### config.mk
export PLATFORM = sky130hd
export DESIGN_NAME = mux8way_rr_arbiter
export DESIGN_NICKNAME = d
export VERILOG_FILES = /design/src/rtl/mux8way_rr_arbiter.sv
export SDC_FILE = /design/constraint.sdc
export NUM_CORES = 1
export LEC_CHECK = 0
export ABC_AREA = 1
export ABC_CLOCK_PERIOD_IN_PS = 5300
export CORE_UTILIZATION = 43
export CTS_BUF_LIST = sky130_fd_sc_hd__clkbuf_8
export CTS_CLUSTER_SIZE = 16
export DETAILED_ROUTE_END_ITERATION = 10
export GPL_TIMING_DRIVEN = 0
export PLACE_DENSITY_LB_ADDON = 0.15
export SKIP_LAST_GASP = 1
export SLEW_MARGIN = 20
export SYNTH_ARGS = -nofsm -noshare
export SYNTH_HDL_FRONTEND = slang
export SYNTH_SLANG_ARGS = --single-unit
### constraint.sdc
create_clock -name clk -period 5.3 [get_ports clk]
set_input_delay 0.53 -clock clk [delete_from_list [all_inputs] [get_ports clk]]
set_output_delay 0.53 -clock clk [all_outputs]
set_load 0.05 [all_outputs]
### src/rtl/mux8way_rr_arbiter.sv
// 8-to-1 valid/ready gather with round-robin arbitration.
// One registered output stage tagged with the source channel index.
module mux8way_rr_arbiter #(
  parameter int WIDTH = 16
) (
  input  logic               clk,
  input  logic               reset,
  input  logic [7:0]         in_valid,
  input  logic [8*WIDTH-1:0] in_data,
  output logic [7:0]         in_ready,
  output logic               out_valid,
  output logic [WIDTH-1:0]   out_data,
  output logic [2:0]         out_sel,
  input  logic               out_ready
);

  logic [2:0] ptr;
  logic [2:0] grant;
  logic       found;
  logic       load_en;
  logic [2:0] idx;

  assign load_en = !out_valid || out_ready;

  // Search starts at ptr so the last winner goes to the back of the line.
  always_comb begin
    found = 1'b0;
    grant = 3'd0;
    idx   = 3'd0;
    for (int k = 0; k < 8; k++) begin
      idx = ptr + 3'(k);
      if (!found && in_valid[idx]) begin
        found = 1'b1;
        grant = idx;
      end
    end
  end

  always_comb begin
    in_ready = 8'h00;
    if (!reset && load_en && found)
      in_ready = 8'h01 << grant;
  end

  always_ff @(posedge clk) begin
    if (reset) begin
      out_valid <= 1'b0;
      out_data  <= '0;
      out_sel   <= 3'd0;
      ptr       <= 3'd0;
    end else if (load_en) begin
      if (found) begin
        out_valid <= 1'b1;
        out_data  <= in_data[int'(grant)*WIDTH +: WIDTH];
        out_sel   <= grant;
        ptr       <= grant + 3'd1;
      end else begin
        out_valid <= 1'b0;
      end
    end
  end

endmodule
# == Word level (Yosys, flattened, before mapping) ==
# Index checks and enable logic that the tools add are counted.
# totals
regBits,23
output_inout_bits,28
word_cells,76
# classes
n_addsub,8
magnitude_cmp,8
n_shift,2
n_mux,34
n_reduce_logical,20
# op_table
op,n
128-bit by 8-bit variable part select with 16-bit output,1
3-bit by 4-bit < comparator with 1-bit output (second input constant),8
1-bit binary-select mux with 3-bit select,8
3-bit two-way mux,8
1-bit two-way mux,17
3-bit adder (second input constant),4
1-bit logical AND,9
1-bit logical NOT,9
8-bit two-way mux,1
1-bit by 3-bit << shifter with 8-bit output (first input constant),1
3-bit by 1-bit adder with 3-bit output (second input constant),2
3-bit by 2-bit adder with 3-bit output (second input constant),2
2-bit AND reduction,1
1-bit logical OR,1

# == Depth between registers and ports, before layout ==
# logic_depth
depth_word,26
depth_mapped,24
mapped_depth_nobuf,23

# == Worst setup path before layout ==
# OpenSTA, ideal clock, no wires.
# synth_timing
kind,reg2out
startpoint,register ptr[0]
endpoint,output port in_ready[7]
arrival_ns,3.313
path_slack_ns,1.457
path_stages_with_launch,19
path_buffers,2
cell_sequence,dfxtp_1 inv_2 buf_6 ha_1 inv_1 nand3_1 nand2_1 nor2_1 nor2_2 nand4_1 nor2_4 nand4_2 nand3_4 nand2_1 inv_2 buf_2 ha_1 inv_1 nor2_1
# synth_via
elab_chain_len,26
word_cells_on_any_way,56
# synth_lines
element,line,source
"start, declared",17,logic [2:0] ptr;
"start signal, assigned",56,ptr <= grant + 3'd1;
"parallel branches: the longest is 25 deep, another holds 3-bit by 1-bit adder with 3-bit output",n/a,
8-bit two-way mux (*),41,if (!reset && load_en && found)
"end, declared",10,"output logic [7:0] in_ready,"
# Mark *: on every way between the ends. The select of a mux whose other input is x is not followed.

# == Worst setup path in the final report ==
# layout_timing
startpoint,register ptr[1]
endpoint,output port in_ready[4]
# Same word-level chain as after synthesis.

==> results.sh <==
export IMPL_drc_errors=0
export IMPL_clock_sinks=23
export IMPL_core_area_mm2=0.00639
export IMPL_fmax_mhz=201
export IMPL_final_cells=810
export IMPL_skew_ps=1.50
export IMPL_layout_drive_gt1_share_pct=6.14
export IMPL_yosysUniqueCellTypes=34
export IMPL_worstHoldPathType="register to register"
export IMPL_placed_cells=806
export IMPL_slew_violations=0
export IMPL_outcome="completed"
export IMPL_drt_initial_drc_count=181
export IMPL_grt_pass1_wl_um=16600
export IMPL_final_cell_mix="nand2_1, clkdlybuf4s50_1, nand3_1"
export IMPL_synth_avg_cell_area_um2=5.09
export IMPL_antenna_found_initial=0
export IMPL_io_buffer_count=166
export IMPL_root_buffer="clkbuf_8"
export IMPL_cts_buffers=3
export IMPL_yosysWarnings=0
export IMPL_final_setup_tns_ps=0
export IMPL_power_static_leakage_uw=0.00235
export IMPL_syn_area_mm2=0.00286
export IMPL_die_area_mm2=0.00699
export IMPL_whs_path_depth=2
export IMPL_max_vdd_ir_drop_uv=601
export IMPL_dpl_hpwl_um=8570
export IMPL_cts_tree="built"
export IMPL_synth_seq_area_share_pct=16.1
export IMPL_async_reset_ff_share_pct=0
export IMPL_power_density_mw_per_mm2=801
export IMPL_path_class="register to output pin"
export IMPL_crit_fanout=10
export IMPL_synth_top_area_share_pct=41.9
export IMPL_postRouteAntennaNets=0
export IMPL_n_antenna_cell=0
export IMPL_dr_pass1_iters=5
export IMPL_die_h_um=83.6
export IMPL_layout_min_cycle_time_ps=4980
export IMPL_worst_pin_slew_ps=575
export IMPL_final_common_cell="nand2_1"
export IMPL_synth_flop_cell="dfxtp_1"
export IMPL_syn_num_nets=705
export IMPL_cts_max_level=1
export IMPL_final_period_utilization_pct=93.9
export IMPL_hold_viol_final=0
export IMPL_ys_ff_latch=23
export IMPL_synthTopCellsByArea="nand2_1, dfxtp_1, nand3_1"
export IMPL_cts_hold_buf=0
export IMPL_cts_clk_slew_worst_paths_ps=80
export IMPL_finalSetupViolCount=0
export IMPL_slew_headroom_pct=61.6
export IMPL_area_growth_pct=63.1
export IMPL_end_kind="output pin"
export IMPL_rsz0062_at_grt="false"
export IMPL_post_drt_wl_per_cell_um=12.9
export IMPL_grt_start_max_net_pins=14
export IMPL_avgViaCountPerCell=5.09
export IMPL_rr_worst_depth=20
export IMPL_io_pins=167
export IMPL_grt_overflow=0
export IMPL_start_kind="register"
export IMPL_yosysTopAreaCell="nand2_1"
export IMPL_worstPathRequired_ps=4770
export IMPL_gp_congestion=0.878
export IMPL_drt_total_wl_um=10400
export IMPL_synth_edf_count=0
export IMPL_placementRows=29
export IMPL_die_w_um=83.6
export IMPL_start_util_pct=44.8
export IMPL_cp_arrival_ps=4450
export IMPL_nets=876
export IMPL_syn_inst=563
export IMPL_clk_insertion_delay_late_ps=270
export IMPL_first_global_vias=3816
export IMPL_vias=4122
export IMPL_drv_cap=0
export IMPL_cts_max_path_buffers=2
export IMPL_grtUsageTotal_pct=28.5
## power breakdown
part           internal (uW)  switching [uW]
Clock                   52.7            60.3
Sequential               239            32.0
Combinational           1130            2230
## critical path, cell delays in order, from the launching register on
cell             delay [ps]
dfxtp_1                 350
buf_2                   230
inv_2                   130
ha_1                    370
inv_1                   220
nand3_1                 160
nand2_1                  90
nand2_1                  50
nand2_1                 120
nor2_1                   80
nand2_1                  60
nand2_1                  40
nor2_1                  100
nand3_1                 120
nor2_4                  210
nand3_4                 190
nor2_1                  250
buf_2                   270
inv_1                   120
nor2_1                  130
clkdlybuf4s50_1         870
## kinds of logic (layout without fill, tap and decap cells)
| family | after synthesis | in the layout | synth area share [%] |
|---|---|---|---|
| buffers and inverters | 65 | 235 | 10.2 |
| DFF | 23 | 23 | 16.1 |
| adders and majority gates | 3 | 3 | 1.31 |
| xor gates and xnor gates | 3 | 3 | 1.18 |
| and+or+nand+nor | 452 | 452 | 67.5 |
| AOI/OAI and AO/OA | 17 | 17 | 3.71 |
## sequential cells by signal, summed over array words and instances (netlist names)
| register | cells |
|---|---|
| ptr | 3 |
| out_data | 16 |
| out_sel | 3 |
| out_valid | 1 |
## routing by layer
layer | share of wire (%) | wire, um | track usage, %
met4 | 2.3 | 235 | 9.09
met3 | 6.9 | 715 | 3.36
met2 | 49 | 5120 | 53.2
met1 | 42 | 4360 | 33.6
met5 | 0 | 0 | 0
## synthesized netlist by cell type (2+ instances only)
master      n
a21oi_1     3
nand4_1    32
o211ai_1    2
nor2_1     26
nor2_2      5
o21ai_0     3
nand3_1    59
dfxtp_1    23
ha_1        3
clkbuf_1   11
nand3_2     3
inv_1      29
nor2_4      3
buf_4       7
buf_2      10
nand2_1   320
inv_2       6
o21ai_1     2
## timing repair
| action | in CTS | in global routing |
|---|---|---|
| buffers inserted | 0 | 0 |
| setup endpoints to repair | 0 | 1 |
| gates resized for setup | 0 | 1 |
## final timing paths
check / end / slack [ps] / startpoint
hold / removal: out_sel[0]$_SDFFE_PP0P_ / 510 / out_sel[0]$_SDFFE_PP0P_
setup reg to reg: ptr[2]$_SDFFE_PP0P_ / 1660 / ptr[1]$_SDFFE_PP0P_
hold reg to reg: out_sel[0]$_SDFFE_PP0P_ / 510 / out_sel[0]$_SDFFE_PP0P_
setup / recovery: in_ready[4] / 320 / ptr[1]$_SDFFE_PP0P_
## metrics by stage
step	cell area [um^2]	total power (uW)	utilization (%)	hold slack, ps	setup slack (ps)
floorplan	2860	2730	-	599	1460
detailed placement	4620	3590	72.4	487	612
global placement	4620	3530	72.4	483	652
CTS	4670	3710	73.1	514	306
finish	4670	3740	73.1	514	324
global route	4670	4130	73.1	534	8.68
## area by class of cell
class                           count  area [um^2]
Buffer                             29          155
Sequential cell                    23          460
Clock buffer                        3         41.3
Clock inverter                      1         5.00
Inverter                           36          138
Fill cell                         577         1720
Tap cell                           77         96.3
Timing Repair Buffer              166         1660
Multi-Input combinational cell    475         2110
(Power assumes the default switching activity.)
